<file path="src/rtl/branch_ckpt_pkg.sv">
// Shared types for the branch checkpoint manager:
// checkpoint slot layout, FSM states and the age compare.
package branch_ckpt_pkg;

  localparam int BRANCH_NUM             = 4;
  localparam int BRANCH_NUM_INDEX       = 2;
  localparam int ACTIVE_LIST_SIZE       = 64;
  localparam int ACTIVE_LIST_SIZE_INDEX = 6;
  localparam int PHYS_REG_NUM_INDEX     = 6;
  localparam int GHR_LEN                = 8;

  typedef struct packed {
    logic [ACTIVE_LIST_SIZE_INDEX-1:0] id;
    logic                              color;
    logic [GHR_LEN-1:0]                ghr;
    logic [PHYS_REG_NUM_INDEX-1:0]     free_head;
    logic                              ds;
  } checkpoint_t;

  typedef enum logic {
    IDLE,
    RECOVER
  } state_t;

  // True when entry a was dispatched after branch b.
  function automatic logic is_younger(
    input logic [ACTIVE_LIST_SIZE_INDEX-1:0] id_a,
    input logic                              color_a,
    input logic [ACTIVE_LIST_SIZE_INDEX-1:0] id_b,
    input logic                              color_b
  );
    return (color_a == color_b) ? (id_a > id_b) : (id_a < id_b);
  endfunction

endpackage

</file>
<file path="src/rtl/priority_encoder.sv">
// Lowest-index-first priority encoder.
// o_valid is low when no request bit is set.
module priority_encoder #(
  parameter int W  = 4,
  parameter int IW = 2
) (
  input  logic [W-1:0]  i_req,
  output logic [IW-1:0] o_idx,
  output logic          o_valid
);

  always_comb begin
    o_idx   = '0;
    o_valid = 1'b0;
    for (int i = W - 1; i >= 0; i--) begin
      if (i_req[i]) begin
        o_idx   = IW'(i);
        o_valid = 1'b1;
      end
    end
  end

endmodule

</file>
<file path="src/rtl/branch_checkpoint_manager.sv">
// Branch checkpoint slots: allocate on dispatch, free on resolve,
// squash younger slots and emit a one-cycle restore pulse on mispredict.
module branch_checkpoint_manager
  import branch_ckpt_pkg::*;
(
  input  logic                              clk,
  input  logic                              rst_n,
  input  logic                              alloc_req,
  input  logic [ACTIVE_LIST_SIZE_INDEX-1:0] alloc_branch_id,
  input  logic                              alloc_color,
  input  logic [GHR_LEN-1:0]                alloc_ghr,
  input  logic [PHYS_REG_NUM_INDEX-1:0]     alloc_free_head,
  input  logic                              alloc_ds,
  output logic                              alloc_ready,
  output logic [BRANCH_NUM_INDEX-1:0]       alloc_slot,
  input  logic                              resolve_valid,
  input  logic [ACTIVE_LIST_SIZE_INDEX-1:0] resolve_branch_id,
  input  logic                              resolve_color,
  input  logic                              resolve_miss,
  output logic [BRANCH_NUM-1:0]             valid_mask,
  output logic                              recover_valid,
  output logic [BRANCH_NUM_INDEX-1:0]       recover_slot,
  output logic [GHR_LEN-1:0]                recover_ghr,
  output logic [PHYS_REG_NUM_INDEX-1:0]     recover_free_head,
  output logic [ACTIVE_LIST_SIZE_INDEX-1:0] recover_youngest_ptr,
  output logic                              recover_global_color
);

  localparam logic [ACTIVE_LIST_SIZE_INDEX-1:0] AL_LAST =
    ACTIVE_LIST_SIZE_INDEX'(ACTIVE_LIST_SIZE - 1);

  state_t                              r_state;
  state_t                              w_state_nxt;
  logic [BRANCH_NUM-1:0]               r_valid;
  logic [BRANCH_NUM-1:0]               w_valid_nxt;
  checkpoint_t                         r_ckpt [BRANCH_NUM];
  logic                                r_rec_valid;
  logic [BRANCH_NUM_INDEX-1:0]         r_rec_slot;
  logic [GHR_LEN-1:0]                  r_rec_ghr;
  logic [PHYS_REG_NUM_INDEX-1:0]       r_rec_fh;
  logic [ACTIVE_LIST_SIZE_INDEX-1:0]   r_rec_ptr;
  logic                                r_rec_color;

  logic [BRANCH_NUM_INDEX-1:0]         w_free_idx;
  logic                                w_free_any;
  logic [BRANCH_NUM-1:0]               w_hit;
  logic [BRANCH_NUM_INDEX-1:0]         w_hit_idx;
  logic                                w_hit_any;
  logic                                w_alloc_fire;
  logic                                w_miss;
  logic [BRANCH_NUM-1:0]               w_kill;
  checkpoint_t                         w_m;
  logic [ACTIVE_LIST_SIZE_INDEX-1:0]   w_last;
  logic                                w_last_color;

  priority_encoder #(.W(BRANCH_NUM), .IW(BRANCH_NUM_INDEX)) u_free_enc (
    .i_req   (~r_valid),
    .o_idx   (w_free_idx),
    .o_valid (w_free_any)
  );

  priority_encoder #(.W(BRANCH_NUM), .IW(BRANCH_NUM_INDEX)) u_hit_enc (
    .i_req   (w_hit),
    .o_idx   (w_hit_idx),
    .o_valid (w_hit_any)
  );

  assign alloc_ready  = w_free_any && (r_state == IDLE) &&
                        !(resolve_valid && resolve_miss);
  assign alloc_slot   = w_free_idx;
  assign w_alloc_fire = alloc_req && alloc_ready;
  assign w_miss       = w_hit_any && resolve_miss;
  assign w_m          = r_ckpt[w_hit_idx];

  // Resolves seen during RECOVER belong to squashed paths.
  always_comb begin
    w_hit  = '0;
    w_kill = '0;
    for (int i = 0; i < BRANCH_NUM; i++) begin
      w_hit[i]  = resolve_valid && (r_state == IDLE) && r_valid[i] &&
                  (r_ckpt[i].id == resolve_branch_id) &&
                  (r_ckpt[i].color == resolve_color);
      w_kill[i] = (w_hit_idx == BRANCH_NUM_INDEX'(i)) ||
                  is_younger(r_ckpt[i].id, r_ckpt[i].color,
                             w_m.id, w_m.color);
    end
  end

  assign w_last       = w_m.id + ACTIVE_LIST_SIZE_INDEX'(w_m.ds);
  assign w_last_color = w_m.color ^ (w_m.ds && (w_m.id == AL_LAST));

  always_comb begin
    w_valid_nxt = r_valid;
    if (w_alloc_fire)
      w_valid_nxt[w_free_idx] = 1'b1;
    if (w_miss)
      w_valid_nxt = w_valid_nxt & ~w_kill;
    else if (w_hit_any)
      w_valid_nxt[w_hit_idx] = 1'b0;
  end

  always_comb begin
    w_state_nxt = r_state;
    unique case (r_state)
      IDLE:    if (w_miss) w_state_nxt = RECOVER;
      RECOVER: w_state_nxt = IDLE;
      default: w_state_nxt = IDLE;
    endcase
  end

  always_ff @(posedge clk) begin
    if (!rst_n) begin
      r_state     <= IDLE;
      r_valid     <= '0;
      r_rec_valid <= 1'b0;
      r_rec_slot  <= '0;
      r_rec_ghr   <= '0;
      r_rec_fh    <= '0;
      r_rec_ptr   <= '0;
      r_rec_color <= 1'b0;
    end else begin
      r_state     <= w_state_nxt;
      r_valid     <= w_valid_nxt;
      r_rec_valid <= w_miss;
      if (w_miss) begin
        r_rec_slot  <= w_hit_idx;
        r_rec_ghr   <= {w_m.ghr[GHR_LEN-1:1], ~w_m.ghr[0]};
        r_rec_fh    <= w_m.free_head;
        r_rec_ptr   <= w_last + 1'b1;
        r_rec_color <= w_last_color ^ (w_last == AL_LAST);
      end
    end
  end

  // Slot payload needs no reset; valid bits gate every use.
  always_ff @(posedge clk) begin
    if (w_alloc_fire) begin
      r_ckpt[w_free_idx] <= '{id:        alloc_branch_id,
                              color:     alloc_color,
                              ghr:       alloc_ghr,
                              free_head: alloc_free_head,
                              ds:        alloc_ds};
    end
  end

  assign valid_mask           = r_valid;
  assign recover_valid        = r_rec_valid;
  assign recover_slot         = r_rec_slot;
  assign recover_ghr          = r_rec_ghr;
  assign recover_free_head    = r_rec_fh;
  assign recover_youngest_ptr = r_rec_ptr;
  assign recover_global_color = r_rec_color;

endmodule

</file>
<file path="config.mk">
export PLATFORM = sky130hd
export DESIGN_NAME = branch_checkpoint_manager
export DESIGN_NICKNAME = d
export VERILOG_FILES = /design/src/rtl/branch_ckpt_pkg.sv /design/src/rtl/priority_encoder.sv /design/src/rtl/branch_checkpoint_manager.sv
export SDC_FILE = /design/constraint.sdc
export NUM_CORES = 1
export LEC_CHECK = 0
export BUFFER_PORTS_ARGS = -buffer_cell sky130_fd_sc_hd__buf_4
export CAP_MARGIN = 20
export CORE_MARGIN = 2
export CORE_UTILIZATION = 63
export DETAILED_ROUTE_END_ITERATION = 6
export PLACE_DENSITY_LB_ADDON = 0.12
export SLEW_MARGIN = 20
export SYNTH_ARGS = -nofsm -noshare
export SYNTH_HDL_FRONTEND = slang
export SYNTH_SLANG_ARGS = --single-unit
</file>
<file path="constraint.sdc">
create_clock -name clk -period 7.85 [get_ports clk]
set_clock_uncertainty 0.15 [all_clocks]
set_input_delay 1.1775 -clock clk [delete_from_list [all_inputs] [get_ports clk]]
set_output_delay 1.1775 -clock clk [all_outputs]
set_load 0.1 [all_outputs]
</file>
==> metrics.yaml, run 1 <==
status:
  status: "finished, final reports clean"
pwr:
  power.leakage_nw: 2.70
  p_per_area_mw_per_mm2: 221
  ir_worst_vdd_mv: 0.173
  total_power_mw: 1.58
sta:
  relSlewSlack: 0.350
  setup_viol: 0
  slew_viol_final: 0
  setup_slack_ps: 3080
  fin_tns_setup_ps: 0
  finalHoldViolations: 0
  worst_pin_slew_ps: 974
  finalCriticalPeriod_ps: 4770
  holdWs_ps: 312
  fin_crit_sh: 0.608
  max_clock_freq_mhz: 210
  grt_setup_unrepaired: "no"
grt:
  grt_pass1_vias: 4781
  grt_max_degree: 30
  grt-ovfl-total: 0
  antenna_found_initial: 0
  track_usage: 0.328
  grt_first_pass_wirelength_um: 24900
clock_tree:
  cts_made_buffers: 17
  cts_hold_buf: 0
  cts_setup_buffers: 0
  cts_root_buf: "clkbuf_8"
  tritoncts: "done"
  insertion_delay_ps: 520
  cts_resized: 0
  htreeDepth: 4
  clock-sinks: 117
  cts_buffer_depth: 2
  cts.clk_slew.worst_paths_ps: 60
setup_path:
  path_class: "input pin to flip-flop"
  worst_ep_required_time_ps: 8100
  critPathLaunchType: "input pin"
  cp_max_fo: 15
  crit_arrival_ps: 5030
  crit_path_end_kind: "flip-flop"
synth:
  synth_edf_count: 88
  ys_warn_count: 0
  async_flop_share: 0
  ys_types: 81
  synthCells: 521
  syn_nets: 570
  synth_top_family_by_area: "compound AO/OA/AOI/OAI gates"
  yosys_register_bits: 117
  synth_compound_area_frac: 0.171
  syn_avg_cell_area_um2: 11.4
  yosysSeqAreaShare: 0.542
  synth_mux_area_frac: 0.00715
  synth-xor-area-share: 0.0707
  ys.flop_type: "edfxtp_1"
  synth-simple-area-share: 0.142
  syn_area_mm2: 0.00595
  synthAdderAreaFrac: 0.0368
floorplan:
  start_util: 0.647
  rows: 35
  die_x_um: 101
  dieArea_mm2: 0.0102
  coreArea_mm2: 0.00920
  die_h_um: 101
  pin_count: 65
routing:
  wl_um: 16000
  drc: 0
  first_iter_violations: 442
  wl_per_cell_um: 22.4
  num_vias: 4685
  firstDrtPassIters: 5
  vias_per_cell: 6.57
  drtAntennaViolNets: 0
cells_and_area:
  fillCellCount: 585
  antenna_cells: 0
  layout_common_cells: "edfxtp_1, buf_4, nand2_1"
  drive_gt1_frac: 0.228
  stdcell_area_mm2: 0.00712
  final_common_cell: "edfxtp_1"
  multi_input_area_mm2: 0.00257
  finalNonFillerCells: 713
  fin_util: 0.774
  regArea_mm2: 0.00322
  area_delta_synth_final_pct: 19.7
  finalNetCount: 638
hold_path:
  min_path_type: "flip-flop to flip-flop"
job:
  maxCapViolCount: 0
place:
  gp_congestion: 0.972
  placed_area_mm2: 0.00654
  dp.cells: 681
  dp_hpwl_um: 10700
  pre_cts_slack_ps: 2650
  port_buffers: 64
-- where the power goes --
| part | internal (mW) | leakage (nW) | switching [mW] | total, mW |
|---|---|---|---|---|
| Clock | 0.460 | 0.291 | 0.313 | 0.772 |
| Combinational | 0.0432 | 1.37 | 0.0729 | 0.116 |
| Sequential | 0.679 | 1.04 | 0.00996 | 0.689 |
| Total | 1.18 | 2.70 | 0.395 | 1.58 |
-- cells by family after synthesis --
group,count (synthesis)
simple gates,148
compound gates,147
flops,117
xor+xnor,45
buf+inv,42
fa+ha+maj,18
mux,4
-- per-layer routing --
layer  track usage  wire, um
met1         0.416      6240
met2         0.542      7950
met3        0.0787      1250
met4         0.143       535
met5             0         0
-- Yosys cell counts (all sizes together) (4+ instances only) --
cell / instances / area [um2]
nand4: 7 / 43.8
o21a: 6 / 45.0
nor2: 29 / 109
xnor2: 23 / 209
inv: 19 / 71.3
buf: 9 / 58.8
o21ai: 28 / 140
nand2: 42 / 158
a22oi: 14 / 105
and2: 4 / 28.8
nor3: 11 / 65.1
nand3b: 4 / 33.8
a31oi: 19 / 140
a21oi: 29 / 153
o31ai: 4 / 35.0
nand3: 14 / 70.1
xor2: 22 / 211
a211oi: 6 / 45.0
dfxtp: 29 / 581
edfxtp: 88 / 2640
clkbuf: 13 / 48.8
o211ai: 7 / 57.6
ha: 15 / 188
o22ai: 7 / 43.8
nor4: 11 / 133
-- path summary, 6_finish.rpt --
check | from | end | slack (ps) | cells after the start
worst max-delay path | resolve_branch_id[4] | recover_youngest_ptr[5] | 3080 | 14
worst min-delay path | recover_youngest_ptr[1] | recover_youngest_ptr[1] | 310 | 2
worst max register to register | r_ckpt[1][15] | recover_youngest_ptr[5] | 3300 | 13
worst min register to register | recover_youngest_ptr[1] | recover_youngest_ptr[1] | 310 | 2
-- final cells by class --
type / instances / share of cell area
sequential: 117 / 0.453
multi-input combinational: 362 / 0.361
timing repair buffer: 71 / 0.0748
clock buffer: 17 / 0.0582
clock inverter: 15 / 0.0235
tap: 111 / 0.0195
inverter: 20 / 0.0105
-- registers in the layout, indices dropped and copies added (netlist names) --
register,flops
recover_global_color,1
recover_valid,1
r_state,1
r_ckpt,88
recover_ghr,8
recover_free_head,6
valid_mask,4
recover_slot,2
recover_youngest_ptr,6
-- worst max-delay path, stage by stage --
cell and delay, ps:
buf_4 150, xnor2_1 150, nand4_1 200, or2_1 500, nand4_1 480, o22ai_1 350, nor2b_1 160, ha_1 240
ha_1 220, xnor2_1 300, nand3_1 180, maj3_2 340, or4_1 410, o2111a_1 150
Power figures use the tool's default switching activity.
==> run 2, diff against run 1 <==
--- a/config.mk
+++ b/config.mk
@@ -5,10 +5,11 @@
 export SDC_FILE = /design/constraint.sdc
 export NUM_CORES = 1
 export LEC_CHECK = 0
+export ABC_AREA = 1
 export BUFFER_PORTS_ARGS = -buffer_cell sky130_fd_sc_hd__buf_4
 export CAP_MARGIN = 20
 export CORE_MARGIN = 2
-export CORE_UTILIZATION = 63
+export CORE_UTILIZATION = 59
 export DETAILED_ROUTE_END_ITERATION = 6
 export PLACE_DENSITY_LB_ADDON = 0.12
 export SLEW_MARGIN = 20
==> constraint.sdc (replaced) <==
create_clock -name clk -period 4.6 [get_ports clk]
set_clock_uncertainty 0.15 [all_clocks]
set_input_delay 0.69 -clock clk [delete_from_list [all_inputs] [get_ports clk]]
set_output_delay 0.69 -clock clk [all_outputs]
set_load 0.1 [all_outputs]
==> run 2 against run 1 <==
Net effect: non-clock buffer count increased by 3; highest routed layer is now met5; sequential share of layout area decreased by 2.8 points; design area increased by 6.5%; first-iteration DRC count increased by 56%; via count increased by 18%.
==> metrics.yaml, run 2 <==
status:
  status: "finished, final reports clean"
grt:
  grt_pass1_vias: 5314
  grt_max_degree: 29
  grt_first_pass_wirelength_um: 27500
  track_usage: 0.320
  grt-ovfl-total: 0
  antenna_found_initial: 0
pwr:
  p_sw_uw: 656
  ir_worst_vdd_mv: 0.426
  power.leakage_nw: 3.43
  p_clk_frac: 0.484
  combinationalPowerShare: 0.091
  p_per_area_mw_per_mm2: 365
  swShare: 0.237
  intPower_mw: 2.11
  power_frac_seq: 0.425
clock_tree:
  cts_setup_buffers: 0
  tritoncts: "done"
  cts_hold_buf: 0
  cts_resized: 0
  cts_made_buffers: 17
  cts_buffer_depth: 2
  htreeDepth: 4
  clock-sinks: 117
  cts_root_buf: "clkbuf_8"
  cts.clk_slew.worst_paths_ps: 60
  insertion_delay_ps: 530
setup_path:
  crit-reg2reg-launch: "r_ckpt[2][20]"
  crit_path_end: "recover_global_color"
  rr_worst_depth: 22
  cp_max_fo: 24
  crit_path_end_kind: "flip-flop"
  cp-startpoint: "r_ckpt[2][20]"
  r2r_slack_ps: 850
  crit_arrival_ps: 3990
  path_class: "flip-flop to flip-flop"
  critPathLaunchType: "flip-flop"
  worst_ep_required_time_ps: 4840
  r2r-end: "recover_global_color"
floorplan:
  dieArea_mm2: 0.0116
  die_h_um: 108
  die_x_um: 108
  coreArea_mm2: 0.0104
  start_util: 0.613
  rows: 37
  pin_count: 65
cells_and_area:
  area_delta_synth_final_pct: 19.4
  antenna_cells: 0
  layout_common_cells: "nand2_1, edfxtp_1, nand3_1"
  finalNetCount: 866
  largest_register_ffs: 88
  finalNonFillerCells: 966
  final_common_cell: "nand2_1"
  drive_gt1_frac: 0.195
  regMostFlops: "r_ckpt"
  fillCellCount: 778
place:
  gp_congestion: 0.991
  port_buffers: 64
  dp.cells: 934
  dp_hpwl_um: 12500
synth:
  synth_top_cell_by_area: "edfxtp_1"
  synth.most_common_cell: "nand2_1"
  ys_warn_count: 0
  ys.flop_type: "edfxtp_1"
  ys_types: 38
  synth_area_leaders: "edfxtp_1, nand2_1, dfxtp_1, nand3_1, inv_1"
  yosysSeqAreaShare: 0.507
  syn_avg_cell_area_um2: 8.52
  syn_nets: 795
  yosys_register_bits: 117
  synthCells: 746
  syn_area_mm2: 0.00635
  synth_edf_count: 88
  async_flop_share: 0
  yosys-top-cells-count: "nand2_1, edfxtp_1, nand3_1, inv_1, nor2_1"
  synth_top_area_frac: 0.416
sta:
  slew_viol_final: 0
  fin_crit_sh: 0.816
  worst_pin_slew_ps: 779
  finalHoldViolations: 0
  max_clock_freq_mhz: 267
  setup_viol: 0
  finalCriticalPeriod_ps: 3750
  relSlewSlack: 0.480
  holdWs_ps: 212
  grt_setup_unrepaired: "no"
  fin_tns_setup_ps: 0
routing:
  drc: 0
  num_vias: 5551
  first_iter_violations: 691
  wl_per_cell_um: 18.1
  vias_per_cell: 5.75
  firstDrtPassIters: 6
  drtAntennaViolNets: 0
  wl_um: 17500
hold_path:
  min_path_type: "input pin to flip-flop"
job:
  maxCapViolCount: 0
-- run 2: critical path, cell delays in order (launching register included) --
cell,delay [ps]
edfxtp_1,550
xnor2_1,220
nand2_1,60
nor2_1,120
nand2_1,110
nand2_2,150
nand2_4,160
nand2_4,270
nand2_1,80
nand2_1,70
nand2_1,50
nand2_1,90
inv_1,140
ha_1,270
ha_1,310
ha_1,160
inv_1,40
nor2_1,120
nand3_1,120
nor2_2,140
nand3_1,80
nand2_1,80
a21oi_2,50
-- run 2: kinds of logic (layout without fill, tap and decap cells) --
| kind of cell | count (synthesis) | after routing | share of synthesized area |
|---|---|---|---|
| xor+xnor | 15 | 15 | 0.0207 |
| simple gates | 399 | 399 | 0.283 |
| buf+inv | 112 | 196 | 0.0723 |
| flops | 117 | 117 | 0.507 |
| compound gates | 88 | 88 | 0.0876 |
| fa+ha+maj | 15 | 15 | 0.0295 |
-- run 2: layer usage --
layer  global-route usage  wire [um]  share of wire
met1                0.440       7470           0.43
met2                0.492       8050           0.46
met3               0.0654       1390          0.079
met4                0.137        540          0.031
met5                    0         26         0.0015
-- run 2: final cells by class --
class,instances,area [um2],share of cell area
clock buffers,21,459,0.0605
clock inverters,11,146,0.0193
inverters,90,338,0.0445
multi-input cells,517,2690,0.355
flip-flops and latches,117,3220,0.425
well taps,136,170,0.0224
repair buffers,74,556,0.0732
-- run 2: worst min-delay path by stage --
stage	from	endpoint	slack [ps]	depth (start not counted)
after floorplan	r_ckpt[2][4]	recover_free_head[3]	340	2
after global placement	recover_slot[1]	recover_slot[1]	300	2
after detailed placement	recover_slot[1]	recover_slot[1]	330	2
after CTS	alloc_free_head[3]	r_ckpt[3][4]	200	1
after global routing	alloc_ghr[2]	r_ckpt[0][9]	200	1
final	alloc_free_head[4]	r_ckpt[1][5]	210	1
-- run 2: stage by stage --
step	worst slack, ps	power, mW	cell area [um2]	utilization
4_1_cts	927	2.77	7580	0.731
5_1_grt	525	2.85	7580	0.731
3_3_place_gp	727	1.44	6980	0.673
2_1_floorplan	143	1.35	6360	-
6_report	848	2.77	7580	0.731
3_5_place_dp	625	1.44	6980	0.673
-- run 2: power by group through the flow --
stage          registers, mW  clock network (mW)  logic [mW]
6_report                1.18                1.34       0.252
5_1_grt                 1.18                1.39       0.281
4_1_cts                 1.18                1.35       0.248
3_5_place_dp            1.20                   0       0.247
3_3_place_gp            1.20                   0       0.242
2_1_floorplan           1.21                   0       0.146
==> run 3, diff against run 2 <==
--- a/config.mk
+++ b/config.mk
@@ -5,11 +5,11 @@
 export SDC_FILE = /design/constraint.sdc
 export NUM_CORES = 1
 export LEC_CHECK = 0
-export ABC_AREA = 1
+export ABC_AREA = 0
 export BUFFER_PORTS_ARGS = -buffer_cell sky130_fd_sc_hd__buf_4
 export CAP_MARGIN = 20
 export CORE_MARGIN = 2
-export CORE_UTILIZATION = 59
+export CORE_UTILIZATION = 53
 export DETAILED_ROUTE_END_ITERATION = 6
 export PLACE_DENSITY_LB_ADDON = 0.12
 export SLEW_MARGIN = 20
==> constraint.sdc (replaced) <==
create_clock -name clk -period 3.1 [get_ports clk]
set_clock_uncertainty 0.15 [all_clocks]
set_input_delay 0.465 -clock clk [delete_from_list [all_inputs] [get_ports clk]]
set_output_delay 0.465 -clock clk [all_outputs]
set_load 0.1 [all_outputs]
==> run 3 against run 2 <==
Net effect: register-to-register slack got worse by 1400 ps; the flow now finishes with violations (negative setup slack); clock power is 46% higher; utilization is 8.6 points higher; flip-flop and latch count unchanged; critical path type unchanged; cell count down 6.9%; die area rose by 4.1%; routed wire length grew 9.9%; first-iteration DRC count is 30% lower; global-route usage fell by 0.070 points.
==> metrics.yaml, run 3 (synthesized netlist as in run 1, its figures left out) <==
status:
  status: "complete, but fails checks"
  violations: "negative setup slack"
place:
  dp_hpwl_um: 12900
  pre_cts_slack_ps: -732
  gp_congestion: 1.00
  port_buffers: 64
  placed_area_mm2: 0.00751
clock_tree:
  tritoncts: "done"
  cts_root_buf: "clkbuf_8"
  htreeDepth: 4
  insertion_delay_ps: 520
  clock-sinks: 117
  cts_made_buffers: 17
  cts_buffer_depth: 2
  cts.clk_slew.worst_paths_ps: 60
setup_path:
  crit-reg2reg-launch: "r_ckpt[2][21]"
  crit_family: "simple AND/OR/NAND/NOR gates"
  worst_ep_required_time_ps: 3370
  cp-startpoint: "r_ckpt[2][21]"
  critPathLaunchType: "flip-flop"
  crit_buf_inv: 2
  cp_max_fo: 3
  slowest_stage: "or4_4"
  crit_arrival_ps: 3960
  crit_top_cell: "ha_4"
  crit_path_end_kind: "flip-flop"
  path_cells: "xor2_2 > or4_4 > nor2_4 > buf_6 > nand2_2 > o22ai_2 > a211oi_2 > buf_4 > ha_4 > ha_4 > xnor2_2 > nand3_2 > maj3_2 > or4_1 > o2111a_1"
  path_class: "flip-flop to flip-flop"
  slowest_delay_ps: 570
sta:
  setup_slack_ps: -591
  setup_viol: 9
  finalCriticalPeriod_ps: 3690
  finalHoldViolations: 0
  fin_crit_sh: 1.19
  grt_setup_unrepaired: "yes"
  relSlewSlack: 0.266
  holdWs_ps: 26.9
  worst_pin_slew_ps: 1100
  max_clock_freq_mhz: 271
  slew_viol_final: 0
  fin_tns_setup_ps: -3690
grt:
  track_usage: 0.319
  use_met1: 0.403
  grt-ovfl-total: 0
  grt_pass1_vias: 5262
  grt_busiest_layer: "met2"
  grt_use_met3: 0.0705
  grt_first_pass_wirelength_um: 27900
  grt_max_degree: 30
  use_met2: 0.518
  antenna_found_initial: 0
pwr:
  p_per_area_mw_per_mm2: 467
  ir_worst_vdd_mv: 0.602
  power.leakage_nw: 3.57
cells_and_area:
  layout_common_cells: "buf_4, edfxtp_1, nand2_1"
  stdcell_area_mm2: 0.00890
  antenna_cells: 0
  regMostFlops: "r_ckpt"
  final_common_cell: "buf_4"
  finalNetCount: 795
  drive_gt1_frac: 0.439
  area_delta_synth_final_pct: 49.6
  fillCellCount: 614
  largest_register_ffs: 88
routing:
  first_iter_violations: 483
  wl_um: 19200
  firstDrtPassIters: 6
  vias_per_cell: 6.02
  wl_per_cell_um: 21.4
  drc: 0
  drtAntennaViolNets: 0
  num_vias: 5409
floorplan:
  pin_count: 65
  start_util: 0.546
  dieArea_mm2: 0.0121
  coreArea_mm2: 0.0109
  die_h_um: 110
  rows: 38
  die_x_um: 110
job:
  maxCapViolCount: 0
hold_path:
  min_path_type: "input pin to flip-flop"
  hold_start: "alloc_branch_id[4]"
## run 3: repair_timing
action / CTS / global route
resized for setup: 24 / 45
buffers inserted: 6 / 18
pin swaps: 12 / 20
gates cloned: 1 / 0
endpoints found under the hold margin: 74 / 2
endpoints found under the setup margin: 9 / 10
hold buffers: 19 / 1
## run 3: stage by stage
stage	std cells	util	power [mW]
after floorplan	521	-	1.97
after CTS	880	0.781	4.11
final	899	0.817	4.15
after global routing	899	0.817	4.27
after global placement	822	0.690	2.13
after detailed placement	822	0.690	2.14
## run 3: layer usage
layer  vias to the layer above  wire [um]
li1                       2442          -
met1                      2643       7760
met2                       273       9400
met3                        51       1370
met4                         0        673
met5                         -          0
## run 3: layout make-up
type | instances | area [um2] | share of cell area
flip-flops and latches | 117 | 3240 | 0.364
multi-input cells | 363 | 3020 | 0.339
repair buffers | 227 | 1790 | 0.202
clock buffers | 24 | 470 | 0.0529
well taps | 140 | 175 | 0.0197
clock inverters | 8 | 125 | 0.0141
inverters | 20 | 75.1 | 0.00844
## run 3: worst paths after layout
path	to	slack (ps)	depth (start not counted)
worst max-delay path	recover_youngest_ptr[5]	-590	15
worst min-delay path	r_ckpt[1][20]	30	1
worst max register to register	recover_youngest_ptr[5]	-590	15
worst min register to register	recover_youngest_ptr[1]	320	2
## run 3: report_power, final
part / switching (mW) / internal [mW]
Combinational: 0.250 / 0.214
Sequential: 0.0168 / 1.72
Clock: 0.664 / 1.29
